<file path="src/rtl/volume_meter.sv">
// Volume meter: windowed peak amplitude of 12-bit mic samples with
// peak-hold and one-step-per-window decay, shown as a 16-bit thermometer.
module volume_meter #(
    parameter int WINDOW       = 4000,
    parameter int OFFSET       = 2048,
    parameter int HOLD_WINDOWS = 3
) (
    input  logic        clock,
    input  logic        reset,
    input  logic [11:0] mic_in,
    input  logic        sample_valid,
    input  logic        freeze,
    output logic [15:0] led_light,
    output logic [4:0]  level,
    output logic        update
);

    localparam int              CW        = $clog2(WINDOW);
    localparam logic [CW-1:0]   LAST      = CW'(WINDOW - 1);
    localparam logic [11:0]     MID       = 12'(OFFSET);
    localparam logic [7:0]      HOLD_INIT = 8'(HOLD_WINDOWS);

    typedef enum logic [1:0] {TRACK, HOLD, DECAY} state_t;

    logic [11:0]   amp;
    logic [4:0]    q_raw;
    logic [4:0]    q;
    logic [4:0]    peak;
    logic [4:0]    peak_next;
    logic [CW-1:0] cnt;
    logic [4:0]    win_level;
    logic          closed;

    state_t        state;
    state_t        state_nx;
    logic [7:0]    hold_cnt;
    logic [7:0]    hold_nx;
    logic [4:0]    disp_nx;
    logic [16:0]   therm;

    always_comb begin
        amp       = (mic_in >= MID) ? (mic_in - MID) : (MID - mic_in);
        q_raw     = 5'(amp >> 7);
        q         = (q_raw > 5'd16) ? 5'd16 : q_raw;
        peak_next = (q > peak) ? q : peak;
    end

    always_ff @(posedge clock) begin
        if (reset) begin
            cnt       <= '0;
            peak      <= '0;
            win_level <= '0;
            closed    <= 1'b0;
        end else begin
            closed <= 1'b0;
            if (sample_valid) begin
                if (cnt == LAST) begin
                    win_level <= peak_next;
                    peak      <= '0;
                    cnt       <= '0;
                    closed    <= 1'b1;
                end else begin
                    peak <= peak_next;
                    cnt  <= cnt + 1'b1;
                end
            end
        end
    end

    // level doubles as the displayed value; this is its next value on a close
    always_comb begin
        disp_nx  = level;
        state_nx = state;
        hold_nx  = hold_cnt;
        if (win_level >= level) begin
            disp_nx  = win_level;
            hold_nx  = HOLD_INIT;
            state_nx = (HOLD_WINDOWS == 0) ? TRACK : HOLD;
        end else if (state == HOLD) begin
            if (hold_cnt > 8'd1)
                hold_nx = hold_cnt - 8'd1;
            else
                state_nx = DECAY;
        end else begin
            disp_nx  = level - 5'd1;
            state_nx = (disp_nx == win_level) ? TRACK : DECAY;
        end
        therm = (17'd1 << disp_nx) - 17'd1;
    end

    always_ff @(posedge clock) begin
        if (reset) begin
            state     <= TRACK;
            hold_cnt  <= '0;
            level     <= '0;
            led_light <= '0;
            update    <= 1'b0;
        end else begin
            update <= 1'b0;
            if (closed && !freeze) begin
                state     <= state_nx;
                hold_cnt  <= hold_nx;
                level     <= disp_nx;
                led_light <= therm[15:0];
                update    <= 1'b1;
            end
        end
    end

endmodule
</file>
<file path="config.mk">
export PLATFORM = sky130hd
export DESIGN_NAME = volume_meter
export DESIGN_NICKNAME = d
export VERILOG_FILES = /design/src/rtl/volume_meter.sv
export SDC_FILE = /design/constraint.sdc
export NUM_CORES = 1
export LEC_CHECK = 0
export CORE_ASPECT_RATIO = 1.25
export CORE_MARGIN = 2
export CORE_UTILIZATION = 60
export CTS_CLUSTER_SIZE = 40
export DETAILED_ROUTE_END_ITERATION = 8
export PLACE_DENSITY = 0.84
export SETUP_SLACK_MARGIN = 0.3
export SYNTH_ARGS = -nofsm -noshare
export SYNTH_HDL_FRONTEND = slang
export SYNTH_SLANG_ARGS = --single-unit
</file>
<file path="constraint.sdc">
create_clock -name clock -period 7.8 [get_ports clock]
set_clock_uncertainty 0.1 [all_clocks]
set_input_delay 1.56 -clock clock [delete_from_list [all_inputs] [get_ports clock]]
set_output_delay 1.56 -clock clock [all_outputs]
set_load 0.01 [all_outputs]
</file>
==> results of run 1 <==
==> state kept, by name, indices dropped and copies added, names as in the netlist <==
signal     count
closed         1
cnt           12
hold_cnt       8
led_light     16
level          5
peak           5
state          2
update         1
win_level      5
==> stage by stage <==
| step | cells | total power, mW |
|---|---|---|
| floorplan | 387 | 0.3337 |
| global route | 479 | 0.5249 |
| finish | 479 | 0.5051 |
| detailed placement | 471 | 0.3518 |
| global placement | 471 | 0.3484 |
| CTS | 479 | 0.5099 |
==> final cells by class <==
cell class / instances / area [um2]
multi-input cells: 300 / 1967
fillers: 423 / 1431
flip-flops and latches: 55 / 1101
repair buffers: 38 / 377.9
well taps: 62 / 77.57
clock buffers: 6 / 72.57
inverters: 16 / 72.57
clock inverters: 2 / 16.27
==> kinds of logic after synthesis <==
group / after synthesis
XOR/XNOR: 30
AO/OA/AOI/OAI: 79
adder cells (fa/ha/maj): 15
multiplexers: 9
buffers and inverters: 32
AND/OR/NAND/NOR: 167
flip-flops: 55
==> synthesized netlist by cell type, types with 2 or more instances <==
cell type and instances:
buf_4 3, nand3_1 15, nor2b_1 5, nor2_1 65, a31oi_1 3, o211ai_1 3, nand4_1 11, o21ai_0 10
a32oi_1 4, nor4_1 4, a21oi_2 2, nor3_1 7, clkbuf_1 13, nand4b_1 3, xor2_1 15, nand2b_1 4
inv_1 15, mux2_2 3, mux2i_1 4, a311oi_1 4, mux2i_2 2, o21a_1 3, xnor2_1 15, or3_1 6
or4_1 2, a211oi_1 9, and4_1 2, a21o_2 2, dfxtp_1 55, nand2_1 29, a21oi_1 20, ha_1 15
or2_2 2, o21bai_1 3
==> critical path: cells and delay by family <==
kind | cells | cell delay (ns)
xor gates and xnor gates | 1 | 0.17
adders and majority gates | 1 | 0.27
and+or+nand+nor | 6 | 1.48
AOI/OAI and AO/OA | 4 | 0.78
buffers and inverters | 1 | 0.40
==> path summary, 6_finish.rpt <==
check / startpoint / end / slack (ns)
max: mic_in[2] / peak[2] / 3.24
min: state[1] / state[1] / 0.37
max reg2reg: level[2] / led_light[12] / 3.49
min reg2reg: state[1] / state[1] / 0.37
==> layer usage <==
layer / up-vias / global-route usage [%]
met4: 0 / 5.526
met5: - / 0
met2: 47 / 45.45
met1: 1351 / 27.04
met3: 7 / 3.290
li1: 1436 / -
==> power groups by stage <==
stage	Combinational [mW]	Clock, mW	Sequential (mW)
2_1_floorplan	0.0401	0	0.294
3_3_place_gp	0.0543	0	0.294
3_5_place_dp	0.0577	0	0.294
4_1_cts	0.0576	0.164	0.288
5_1_grt	0.0652	0.171	0.289
6_report	0.0578	0.159	0.288
==> impl_metrics.json, run 1 <==
{
  "status": "finished, final reports clean",
  "netSwitchingFraction_pct": 25.46,
  "avgRoutedWirePerCell_um": 14.23,
  "met3_length_um": 206,
  "rows": 29,
  "dieHeight_um": 85.77,
  "post_cts_buffers": 0,
  "final_common_cell": "nor2_1",
  "die_area_um2": 5954,
  "syn_area_um2": 3209,
  "finalHoldViolCount": 0,
  "grt_pass1_wl_um": 11670,
  "cts-htree-levels": 2,
  "worst_pin_slew_ns": 1.143,
  "ff2ff_path_depth": 14,
  "hold_path.class": "reg -> reg",
  "antenna_found_initial": 0,
  "ys_ff_latch": 55,
  "port_buffers": 37,
  "drive_gt1_share_pct": 8.633,
  "setup_ws_ns": 3.236,
  "gr-usage-all-layers_pct": 23.48,
  "fin_crit_sh_pct": 58.51,
  "core_um2": 5116,
  "synthToLayoutAreaGrowth_pct": 14.81,
  "synth_cells": 387,
  "synth_top_cell_by_area": "dfxtp_1",
  "grt_pass1_vias": 2714,
  "async_flop_share_pct": 0,
  "leakagePower_nw": 1.291,
  "post_cts_resized": 0,
  "crit_type": "in -> reg",
  "place_congestion": 0.9360,
  "intPower_uw": 376.5,
  "synthTopCellsByArea": "dfxtp_1, nor2_1, ha_1, xnor2_1, xor2_1",
  "fin_tns_setup_ns": 0,
  "synth_top_family_by_area": "simple AND/OR/NAND/NOR gates",
  "critical_path_required_ns": 7.90,
  "viasPerCell": 5.931,
  "powerDensity_nw_per_um2": 137.1,
  "muxShareOfSynthArea_pct": 3.158,
  "synth-simple-area-share_pct": 25.89,
  "yosys_warnings": 0,
  "clk_path_buf_depth": 2,
  "nets": 447,
  "crit_chain": "clkdlybuf4s50_1, or4_4, nor3_4, nor2_1, xnor2_1, ha_1, nor2b_1, o21a_1, o21a_1, nor3_1, o21ai_0, a32oi_1, nor2_1",
  "synthXorXnorAreaFrac_pct": 8.187,
  "cts_sinks": 55,
  "wl_met1_um": 2942,
  "hold_depth": 2,
  "hpwl_um": 5115,
  "synth_top_area_share_pct": 34.31,
  "io_pins": 38,
  "antennaDiodeCount": 0,
  "clock_latency_ns": 0.31,
  "crit_path_max_fanout": 7,
  "setup_violations": 0,
  "grt-ovfl-total": 0,
  "p_sw_uw": 128.6,
  "synth.net_count": 418,
  "synth-seq-area-share_pct": 34.31,
  "clk_pin_slew_ns": 0.10,
  "synth_edf_count": 0,
  "combPwrFrac_pct": 11.4,
  "top_layer": "met4",
  "final_area_um2": 3685,
  "drt_iter0_drc": 142,
  "postPlaceCellArea_um2": 3596,
  "rsz0062_at_grt": "no",
  "ant_nets": 0,
  "seqPwrFrac_pct": 57.0,
  "synth_compound_area_share_pct": 18.13,
  "whs_ns": 0.3666,
  "cts_root_buf": "clkbuf_8",
  "clkPwrFrac_pct": 31.5,
  "final_util_pct": 72.02,
  "critPathSlowestCell": "or4_4",
  "achievable-frequency_ghz": 0.2191,
  "layout_common_cells": "nor2_1, dfxtp_1, clkdlybuf4s50_1, nand2_1, a21oi_1",
  "fp.dieW_um": 69.42,
  "post-route-min-period_ns": 4.564,
  "cp.arrival_ns": 4.66,
  "drc": 0,
  "dr.pass1.iters": 4,
  "cts_tree": "done",
  "dr_wl_met2_um": 3602,
  "cts_made_buffers": 5,
  "start_util_pct": 62.73,
  "synth_cell_types": 63,
  "critPathCaptureType": "flip-flop",
  "max-cap-violations": 0,
  "ctsHoldBuffers": 0,
  "max_stage_delay_ns": 0.56,
  "syn_avg_cell_area_um2": 8.293,
  "ys.flop_type": "dfxtp_1",
  "drv_slew": 0,
  "routed_wl_um": 6816,
  "ir_drop_mv": 0.1136,
  "vias": 2841,
  "maxSlewHeadroom_pct": 23.43,
  "place_ws_ns": 2.929,
  "cp-start-kind": "input port",
  "synthAdderAreaFrac_pct": 5.848,
  "grt_max_degree": 42
}
(Power assumes the default switching activity.)
==> run 2, diff against run 1 <==
CORE_UTILIZATION = 56   (was 60)
PLACE_DENSITY = 0.79   (was 0.84)
clock period = 4.4 ns   (was 7.8 ns; I/O delays follow)
==> run 2 against run 1 <==
Compared with the run above:
- clock power rose by 79%
- cell area rose by 1.5%
- largest cell class unchanged
- via count rose by 1.3%
- die area rose by 6.8%
- global-route usage rose by 0.75 points
- core utilization fell by 3.8 points
- critical path type unchanged
- total power rose by 78%
- critical path depth did not move
==> impl_metrics.json, run 2 (synthesis results as in run 1) <==
{
  "netSwitchingFraction_pct": 25.78,
  "cts-htree-levels": 2,
  "die_area_um2": 6356,
  "largest_reg_flops": 16,
  "ctsHoldBuffers": 0,
  "cp.arrival_ns": 3.89,
  "cts_made_buffers": 5,
  "path_buf_inv": 1,
  "ir_drop_mv": 0.2786,
  "crit_path_max_fanout": 7,
  "final_area_um2": 3739,
  "nFillCells": 468,
  "rows": 30,
  "finalHoldViolCount": 0,
  "dieHeight_um": 88.64,
  "seqPwrFrac_pct": 56.7,
  "routed_wl_um": 7149,
  "cp-start-kind": "input port",
  "r2r-end": "led_light[8]",
  "min-delay-start": "led_light[13]",
  "drt_iter0_drc": 193,
  "cts_tree": "done",
  "postPlaceCellArea_um2": 3643,
  "crit_type": "in -> reg",
  "maxSlewHeadroom_pct": 40.17,
  "max_stage_delay_ns": 0.55,
  "hold_path.class": "reg -> reg",
  "cts_sinks": 55,
  "hpwl_um": 5426,
  "status": "finished, final reports clean",
  "layout_common_cells": "nor2_1, dfxtp_1, clkdlybuf4s50_1, nand2_1, a21oi_1",
  "critPathCaptureType": "flip-flop",
  "vias": 2878,
  "min_to": "led_light[13]",
  "busiest_layer": "met2",
  "nets": 453,
  "clk_path_buf_depth": 2,
  "antenna_found_initial": 0,
  "post_cts_buffers": 0,
  "ff2ff_path_depth": 13,
  "critical_path_required_ns": 4.50,
  "viasPerCell": 5.910,
  "grt_max_degree": 31,
  "drc": 0,
  "rrSetupSlack_ns": 0.69,
  "antennaDiodeCount": 0,
  "grt_pass1_vias": 2717,
  "dr.pass1.iters": 4,
  "start_util_pct": 58.56,
  "p_sw_uw": 232.1,
  "port_buffers": 37,
  "critPathSlowestCell": "or4_4",
  "regMostFlops": "led_light",
  "cp_top_family": "simple AND/OR/NAND/NOR gates",
  "intPower_uw": 668.0,
  "grt_pass1_wl_um": 12300,
  "post-route-min-period_ns": 3.785,
  "core_um2": 5480,
  "powerDensity_nw_per_um2": 240.7,
  "avgRoutedWirePerCell_um": 14.68,
  "seqCellArea_um2": 1101,
  "multi_input_area_um2": 1972,
  "drive_gt1_share_pct": 10.17,
  "use_met1_pct": 27.07,
  "ant_nets": 0,
  "achievable-frequency_ghz": 0.2642,
  "cts_root_buf": "clkbuf_8",
  "setup_violations": 0,
  "met2_usage_pct": 46.55,
  "fin_crit_sh_pct": 86.03,
  "max-cap-violations": 0,
  "fin_tns_setup_ns": 0,
  "leakagePower_nw": 1.326,
  "synthToLayoutAreaGrowth_pct": 16.49,
  "rsz0062_at_grt": "no",
  "combPwrFrac_pct": 11.7,
  "hold_depth": 2,
  "place_congestion": 0.9186,
  "drv_slew": 0,
  "clock_latency_ns": 0.31,
  "top_regs": "led_light (16), cnt (12), hold_cnt (8)",
  "io_pins": 38,
  "fp.dieW_um": 71.71,
  "crit_chain": "clkdlybuf4s50_1, or4_4, nor3_4, nor2_1, xnor2_1, ha_1, nor2b_1, o21a_1, o21a_1, nor3_2, o21ai_0, a32oi_1, nor2_1",
  "gr-usage-all-layers_pct": 24.22,
  "clkPwrFrac_pct": 31.6,
  "clk_pin_slew_ns": 0.10,
  "worst_pin_slew_ns": 0.8947,
  "final_common_cell": "nor2_1",
  "grtUsageMet3_pct": 4.784,
  "reg2reg_from": "level[4]",
  "grt-ovfl-total": 0
}
[run 2: cell types whose count changed in the layout (fill, tap and decap cells not counted)]
cell        before  now
nor3_1           7    6
inv_6            1    0
buf_4            1    7
clkinv_4         0    2
nor3_2           0    1
clkinvlp_4       1    0
[run 2: area by class of cell]
type                            count  area share [%]
Clock buffer                        6           1.941
Clock inverter                      2          0.4685
Inverter                           16           1.941
Multi-Input combinational cell    300           52.74
Sequential cell                    55           29.45
Tap cell                           64           2.142
Timing Repair Buffer               44           11.31
[run 2: metal layers]
| layer | vias up | routed length (um) |
|---|---|---|
| li1 | 1448 | - |
| met1 | 1361 | 2973 |
| met2 | 56 | 3781 |
| met3 | 13 | 283 |
| met4 | 0 | 110 |
| met5 | - | 0 |
[run 2: worst max path at each step]
stage,from,end,slack (ns),depth (start not counted)
floorplan,mic_in[2],peak[1],0.90,12
global placement,mic_in[2],peak[2],0.30,13
detailed placement,mic_in[2],peak[3],0.10,13
CTS,mic_in[2],peak[3],0.43,13
global route,level[4],led_light[8],0.36,13
finish,mic_in[2],peak[3],0.61,13
[run 2: per-stage QoR]
stage	std cells	power [mW]	worst slack, ns	utilization, %	hold slack [ns]
finish	487	0.9001	0.6149	68.22	0.3609
global route	487	0.9469	0.3558	68.22	0.3999
CTS	487	0.9033	0.4257	68.13	0.3654
detailed placement	479	0.6238	0.1045	66.48	0.3505
global placement	479	0.6180	0.2966	66.48	0.3394
floorplan	387	0.5915	0.8986	-	0.3350
[run 2: power by group through the flow]
stage,combinational (mW),clock (mW),sequential (mW)
after global placement,0.0967,0,0.521
after floorplan,0.0711,0,0.520
after global routing,0.119,0.316,0.511
after CTS,0.103,0.290,0.510
final,0.105,0.285,0.510
after detailed placement,0.102,0,0.521
[run 2: timing repair]
action | in CTS | in global routing
endpoints found under the setup margin | 0 | 7
gates resized for setup | 0 | 1
hold endpoints to repair | 0 | 0
[run 2: worst reg2reg max path: stages (launching register included)]
cell,delay [ns]
dfxtp_1,0.49
inv_1,0.15
ha_1,0.36
a21o_2,0.24
a31oi_4,0.37
mux2i_2,0.30
nor2b_1,0.34
nand3_1,0.13
ha_1,0.27
inv_1,0.14
a41oi_1,0.08
and2_2,0.28
and4_1,0.19
nor4_1,0.20
